===== config.mk =====
export PLATFORM = sky130hd
export DESIGN_NAME = if_id_fetch_stage
export DESIGN_NICKNAME = d
export VERILOG_FILES = /design/src/rtl/if_id_fetch_stage.sv
export SDC_FILE = /design/constraint.sdc
export NUM_CORES = 1
export LEC_CHECK = 0
export BUFFER_PORTS_ARGS = -buffer_cell sky130_fd_sc_hd__buf_2
export CELL_PAD_IN_SITES_DETAIL_PLACEMENT = 1
export CELL_PAD_IN_SITES_GLOBAL_PLACEMENT = 2
export CORE_MARGIN = 1
export CORE_UTILIZATION = 30
export CTS_BUF_LIST = sky130_fd_sc_hd__clkbuf_8
export CTS_CLUSTER_SIZE = 25
export DETAILED_ROUTE_END_ITERATION = 7
export GPL_ROUTABILITY_DRIVEN = 0
export PLACE_DENSITY = 0.85
export SETUP_SLACK_MARGIN = 0.1
export SYNTH_ARGS = -nofsm -noshare
export SYNTH_HDL_FRONTEND = slang
export SYNTH_SLANG_ARGS = --single-unit
export TNS_END_PERCENT = 30

===== constraint.sdc =====
create_clock -name clk -period 3 [get_ports clk]
set_clock_uncertainty 0.1 [all_clocks]
set_input_delay 0.6 -clock clk [delete_from_list [all_inputs] [get_ports clk]]
set_output_delay 0.6 -clock clk [all_outputs]
set_load 0.01 [all_outputs]

===== src/rtl/if_id_fetch_stage.sv =====
// Fetch stage and IF/ID register: owns the PC, keeps at most one instruction-memory read in flight,
// and absorbs stalls (through a one-entry skid buffer) and redirects (flushing, dropping stale reads).
module if_id_fetch_stage #(
  parameter logic [31:0] RESET_PC = 32'h0000_0000,
  parameter logic [31:0] NOP_INST = 32'h0000_0013
) (
  input  logic        clk,
  input  logic        rst_n,
  input  logic        stall_i,
  input  logic        redirect_i,
  input  logic [31:0] redirect_pc_i,
  output logic        imem_req_o,
  output logic [31:0] imem_addr_o,
  input  logic        imem_rvalid_i,
  input  logic [31:0] imem_rdata_i,
  output logic        id_valid_o,
  output logic [31:0] id_pc_o,
  output logic [31:0] id_pc4_o,
  output logic [31:0] id_inst_o,
  output logic [24:0] id_inst_31_7_o
);

  typedef enum logic [2:0] {S_BOOT, S_ISSUE, S_WAIT, S_HOLD, S_DROP} state_t;

  state_t      state_reg, state_next;
  logic [31:0] pc_reg, pc_next;
  logic        id_valid_reg, id_valid_next;
  logic [31:0] id_pc_reg, id_pc_next;
  logic [31:0] id_pc4_reg, id_pc4_next;
  logic [31:0] id_inst_reg, id_inst_next;
  logic        buf_valid_reg, buf_valid_next;
  logic [31:0] buf_pc_reg, buf_pc_next;
  logic [31:0] buf_inst_reg, buf_inst_next;
  logic        req;
  logic        load_bubble;
  logic [31:0] redirect_target;

  assign redirect_target = redirect_pc_i & 32'hFFFF_FFFC;

  always_comb begin
    state_next     = state_reg;
    pc_next        = pc_reg;
    id_valid_next  = id_valid_reg;
    id_pc_next     = id_pc_reg;
    id_pc4_next    = id_pc4_reg;
    id_inst_next   = id_inst_reg;
    buf_valid_next = buf_valid_reg;
    buf_pc_next    = buf_pc_reg;
    buf_inst_next  = buf_inst_reg;
    req            = 1'b0;
    load_bubble    = redirect_i;

    // Redirect overrides stall and rvalid everywhere; only the next state differs per state.
    if (redirect_i) begin
      pc_next        = redirect_target;
      buf_valid_next = 1'b0;
    end

    case (state_reg)
      S_BOOT: state_next = S_ISSUE;

      S_ISSUE: begin
        if (!redirect_i) begin
          req         = 1'b1;
          pc_next     = pc_reg + 32'd4;
          state_next  = S_WAIT;
          load_bubble = !stall_i;
        end
      end

      S_WAIT: begin
        if (redirect_i) begin
          state_next = imem_rvalid_i ? S_ISSUE : S_DROP;
        end else if (imem_rvalid_i && !stall_i) begin
          // pc already points past the returning read, so its address is pc - 4.
          req           = 1'b1;
          id_valid_next = 1'b1;
          id_pc_next    = pc_reg - 32'd4;
          id_pc4_next   = pc_reg;
          id_inst_next  = imem_rdata_i;
          pc_next       = pc_reg + 32'd4;
        end else if (imem_rvalid_i) begin
          buf_valid_next = 1'b1;
          buf_pc_next    = pc_reg - 32'd4;
          buf_inst_next  = imem_rdata_i;
          state_next     = S_HOLD;
        end else begin
          load_bubble = !stall_i;
        end
      end

      S_HOLD: begin
        if (redirect_i) begin
          state_next = S_ISSUE;
        end else if (!stall_i) begin
          id_valid_next  = buf_valid_reg;
          id_pc_next     = buf_pc_reg;
          id_pc4_next    = buf_pc_reg + 32'd4;
          id_inst_next   = buf_valid_reg ? buf_inst_reg : NOP_INST;
          buf_valid_next = 1'b0;
          state_next     = S_ISSUE;
        end
      end

      S_DROP: begin
        // A redirect arriving with the stale response still counts as that one discard.
        if (imem_rvalid_i) state_next = S_ISSUE;
        if (!redirect_i) load_bubble = !stall_i;
      end

      default: state_next = S_BOOT;
    endcase

    if (load_bubble) begin
      id_valid_next = 1'b0;
      id_inst_next  = NOP_INST;
    end
  end

  always_ff @(posedge clk or negedge rst_n) begin
    if (!rst_n) begin
      state_reg     <= S_BOOT;
      pc_reg        <= RESET_PC;
      id_valid_reg  <= 1'b0;
      id_pc_reg     <= 32'd0;
      id_pc4_reg    <= 32'd4;
      id_inst_reg   <= NOP_INST;
      buf_valid_reg <= 1'b0;
      buf_pc_reg    <= 32'd0;
      buf_inst_reg  <= NOP_INST;
    end else begin
      state_reg     <= state_next;
      pc_reg        <= pc_next;
      id_valid_reg  <= id_valid_next;
      id_pc_reg     <= id_pc_next;
      id_pc4_reg    <= id_pc4_next;
      id_inst_reg   <= id_inst_next;
      buf_valid_reg <= buf_valid_next;
      buf_pc_reg    <= buf_pc_next;
      buf_inst_reg  <= buf_inst_next;
    end
  end

  assign imem_req_o     = req;
  assign imem_addr_o    = pc_reg;
  assign id_valid_o     = id_valid_reg;
  assign id_pc_o        = id_pc_reg;
  assign id_pc4_o       = id_pc4_reg;
  assign id_inst_o      = id_inst_reg;
  assign id_inst_31_7_o = id_inst_reg[31:7];

endmodule


==> results_tabular.tex <==
\begin{tabular}{lr}
\hline
Metric & Value \\
\hline
\multicolumn{2}{l}{\textbf{Die}} \\
\quad Chip width & 186 um \\
\quad Site row count & 67 \\
\quad Effective utilization at floorplan & 30.5\% \\
\quad Number of I/O pins & 224 \\
\quad Die area & 0.0347 sq mm \\
\quad Core outline area & 0.0334 sq mm \\
\quad DIE HEIGHT & 186 um \\
\multicolumn{2}{l}{\textbf{Final layout}} \\
\quad Share of layout cells above drive strength 1 & 27.8\% \\
\quad Layout overhead on the synthesized area & 18.9\% \\
\quad Area used by multi-input combinational logic & 0.00464 sq mm \\
\quad \# fillers & 3962 \\
\quad Most common library cell in the layout ignoring fill and taps & sky130\_fd\_sc\_hd\_\_buf\_2 \\
\quad Combined flip-flop and latch cell area & 0.00489 sq mm \\
\quad Number of diodes added for antenna fixing & 0 \\
\quad \# nets final & 1335 \\
\quad Final design area excluding fillers & 0.0121 sq mm \\
\quad Highest-count cells in the layout ignoring fill and taps & sky130\_fd\_sc\_hd\_\_buf\_2, sky130\_fd\_sc\_hd\_\_dfrtp\_1, sky130\_fd\_sc\_hd\_\_nand2\_1, sky130\_fd\_sc\_hd\_\_o21ai\_0, sky130\_fd\_sc\_hd\_\_nor2\_1 \\
\multicolumn{2}{l}{\textbf{Outcome}} \\
\quad Result of the run & finished clean \\
\multicolumn{2}{l}{\textbf{Power and ir drop}} \\
\quad Peak supply drop & 295 uV \\
\quad Power density over the cells & 754 mW/mm\^{}2 \\
\quad Static leakage power & 5.71 nW \\
\multicolumn{2}{l}{\textbf{Drt}} \\
\quad Vias after detailed routing & 8694 \\
\quad \# DRC & 0 \\
\quad DRC violation total after the first TritonRoute iteration & 400 \\
\quad Average wire per standard cell & 18.7 um \\
\quad Number of antenna-violating nets in the routed design & 0 \\
\quad Drt pass-1 iters & 4 \\
\quad Post-Route WL & 32200 um \\
\quad Number of vias per cell after detailed routing & 5.04 \\
\multicolumn{2}{l}{\textbf{Synth}} \\
\quad Number of flops mapped to enable cells by yosys & 0 \\
\quad Yosys warnings & 0 \\
\quad Fraction of registers with async set or reset after synthesis & 100\% \\
\quad Area share of the leading cell type in the synthesized netlist & 46.2\% \\
\quad Prevailing post-synth register cell & sky130\_fd\_sc\_hd\_\_dfrtp\_1 \\
\quad Netlist cell types & 63 \\
\quad Complex-gate fraction of the synthesized area & 13.8\% \\
\quad Xor and xnor fraction of the mapped netlist area & 5.16\% \\
\quad Adder-cell area share of the yosys netlist & 0.369\% \\
\quad Synth top area cells & sky130\_fd\_sc\_hd\_\_dfrtp\_1, sky130\_fd\_sc\_hd\_\_o21ai\_0, sky130\_fd\_sc\_hd\_\_nand2\_1 \\
\quad Cell accounting for the most synthesized area & sky130\_fd\_sc\_hd\_\_dfrtp\_1 \\
\quad Post-synthesis area per instance & 9.34 sq um \\
\quad Area fraction in and, or, nand and nor cells after synthesis & 19.0\% \\
\quad Yosys reg bits & 195 \\
\quad Net count after synthesis & 1163 \\
\quad Cell count after synthesis & 1091 \\
\quad Multiplexer share of the synthesized area & 7.10\% \\
\quad Main combinational cell family by area after synthesis & simple AND/OR/NAND/NOR gates \\
\quad Synthesized area & 0.0102 sq mm \\
\quad Sequential share of the synthesized area & 48.0\% \\
\multicolumn{2}{l}{\textbf{Worst setup path}} \\
\quad First element of the critical path & state\_reg[0] \\
\quad R2r endpoint & id\_pc4\_o[30] \\
\quad Critical register-to-register path startpoint & buf\_pc\_reg[2] \\
\quad Cells on worst reg2reg path & 6 \\
\quad Type of element launching the critical path & flip-flop \\
\quad Critical Path Fanout Max & 11 \\
\quad Type of destination of the critical path & output port \\
\quad Worst setup path category & flip-flop to output port \\
\quad Worst endpoint data arrival time & 1970 ps \\
\quad FF-to-FF setup slack & 520 ps \\
\quad Required time worst endpoint & 2300 ps \\
\quad Timing endpoint of the critical path & imem\_req\_o \\
\multicolumn{2}{l}{\textbf{Place}} \\
\quad Number of buffer cells added on primary ports & 221 \\
\quad Placement-stage cell area & 0.0117 sq mm \\
\quad Detailed placement HPWL & 23400 um \\
\multicolumn{2}{l}{\textbf{Global routing}} \\
\quad Largest net degree at the start of global routing & 96 \\
\quad Antenna violations before repair & 0 \\
\quad Overall track demand over capacity in global routing & 19.1\% \\
\quad GR Overflow Total & 0 \\
\quad Global-route wire length before repair & 50500 um \\
\quad Number of global-route vias before repair & 8727 \\
\multicolumn{2}{l}{\textbf{Clocking}} \\
\quad Library cell used as clock root buffer & sky130\_fd\_sc\_hd\_\_clkbuf\_8 \\
\quad Clock sink count & 195 \\
\quad Post-CTS Hold Buffers & 0 \\
\quad Clock slew at reported path FFs & 120 ps \\
\quad Worst-case clock buffer depth & 2 \\
\quad Clock insertion delay at the later pin of the skew report & 490 ps \\
\quad TritonCTS buffer count & 17 \\
\quad H-tree Lvls & 4 \\
\quad Post-CTS Resized & 0 \\
\quad TritonCTS clock tree & done \\
\quad Post-CTS Repair Setup Buffers & 0 \\
\multicolumn{2}{l}{\textbf{Timing}} \\
\quad Final setup viols & 0 \\
\quad Time the final worst path needs with I/O delays and setup & 2670 ps \\
\quad TNS Setup & 0 ps \\
\quad Share of the clock period used by the worst path & 89.2\% \\
\quad Number of slew-limit violations in the final report & 0 \\
\quad Number of endpoints with negative hold slack in the final report & 0 \\
\quad Transition time at the pin with the least slew margin & 669 ps \\
\quad Peak Freq & 374 MHz \\
\quad Max-Slew Margin vs Limit & 54.8\% \\
\quad Setup repair after global routing missed its margin & no \\
\multicolumn{2}{l}{\textbf{Flow run}} \\
\quad Number of max-cap violations & 0 \\
\multicolumn{2}{l}{\textbf{Hold path}} \\
\quad Hold Crit Class & primary input to asynchronous set/reset pin \\
\hline
\end{tabular}
critical path, stage by stage, from the launching register on:
cell and delay, ps:
sky130_fd_sc_hd__dfrtp_1 500, sky130_fd_sc_hd__and4bb_2 380, sky130_fd_sc_hd__o21a_1 280, sky130_fd_sc_hd__and2_1 190, sky130_fd_sc_hd__buf_2 130
through the flow:
stage	total power, mW	std cells	utilization (%)	hold WS [ps]	setup WS, ps
CTS	9.27	1724	36.2	11.4	281
global placement	7.34	1692	35.0	354	411
global route	9.81	1724	36.2	24.7	178
finish	9.13	1724	36.2	8.96	325
floorplan	6.03	1091	-	204	525
detailed placement	7.46	1692	35.0	365	411
layer usage:
metal  global-route usage (%)  routed length (um)  vias up  share of wire, %
li1                         -                   -     4142                 -
met1                     27.0               15500     4280                48
met2                     30.5               14800      242                46
met3                     3.12                1520       30               4.7
met4                     4.43                 438        0               1.4
met5                        0                   0        -                 0
worst min path at each step:
stage,startpoint,to,depth (start not counted)
after global routing,rst_n,buf_inst_reg[30],1
after floorplan,rst_n,buf_inst_reg[10],0
after detailed placement,id_pc_o[9],id_pc_o[9],1
after CTS,rst_n,buf_inst_reg[28],1
final,rst_n,buf_inst_reg[30],1
after global placement,id_valid_o,id_valid_o,2
cells by family (layout without fill, tap and decap cells):
group           Yosys count  after routing
compound gates          239            239
xor+xnor                 60             60
fa+ha+maj                 3              3
buf+inv                 141            326
flops                   195            195
mux                      68             68
simple gates            385            385
where the power goes:
group	leakage (nW)	internal [mW]	total [mW]	switching [mW]
combinational	3.05	1.32	3.11	1.78
sequential	2.46	3.47	4.25	0.783
clock	0.200	0.710	1.78	1.07
final cells by class:
type	instances	area share [%]
Tap cell	448	4.63
Multi-Input combinational cell	755	38.3
Clock inverter	14	1.21
Sequential cell	195	40.4
Timing Repair Buffer	268	12.6
Clock buffer	18	2.05
Inverter	26	0.806
cells in the mapped netlist, types with 4 or more instances:
master and instances:
sky130_fd_sc_hd__inv_1 25, sky130_fd_sc_hd__xnor2_1 51, sky130_fd_sc_hd__and2_1 4, sky130_fd_sc_hd__a21oi_1 33, sky130_fd_sc_hd__nor2b_1 4, sky130_fd_sc_hd__a22oi_1 4, sky130_fd_sc_hd__dfrtp_1 188, sky130_fd_sc_hd__o31a_1 10
sky130_fd_sc_hd__o31ai_1 5, sky130_fd_sc_hd__nand3_1 26, sky130_fd_sc_hd__nand3b_1 6, sky130_fd_sc_hd__o211ai_1 8, sky130_fd_sc_hd__nor4_1 28, sky130_fd_sc_hd__buf_4 28, sky130_fd_sc_hd__or4_1 5, sky130_fd_sc_hd__clkbuf_1 69
sky130_fd_sc_hd__nor3_1 39, sky130_fd_sc_hd__nand4_1 16, sky130_fd_sc_hd__dfstp_2 7, sky130_fd_sc_hd__nor2_1 55, sky130_fd_sc_hd__o21a_1 6, sky130_fd_sc_hd__or3_1 11, sky130_fd_sc_hd__a211oi_1 8, sky130_fd_sc_hd__o21ai_0 129
sky130_fd_sc_hd__o21ai_1 5, sky130_fd_sc_hd__a31oi_1 7, sky130_fd_sc_hd__and4_1 10, sky130_fd_sc_hd__and3_1 18, sky130_fd_sc_hd__buf_2 11, sky130_fd_sc_hd__xor2_1 9, sky130_fd_sc_hd__nand2_1 147, sky130_fd_sc_hd__mux2_2 34
sky130_fd_sc_hd__a21o_1 8, sky130_fd_sc_hd__mux2i_1 34
Power figures use the tool's default switching activity.
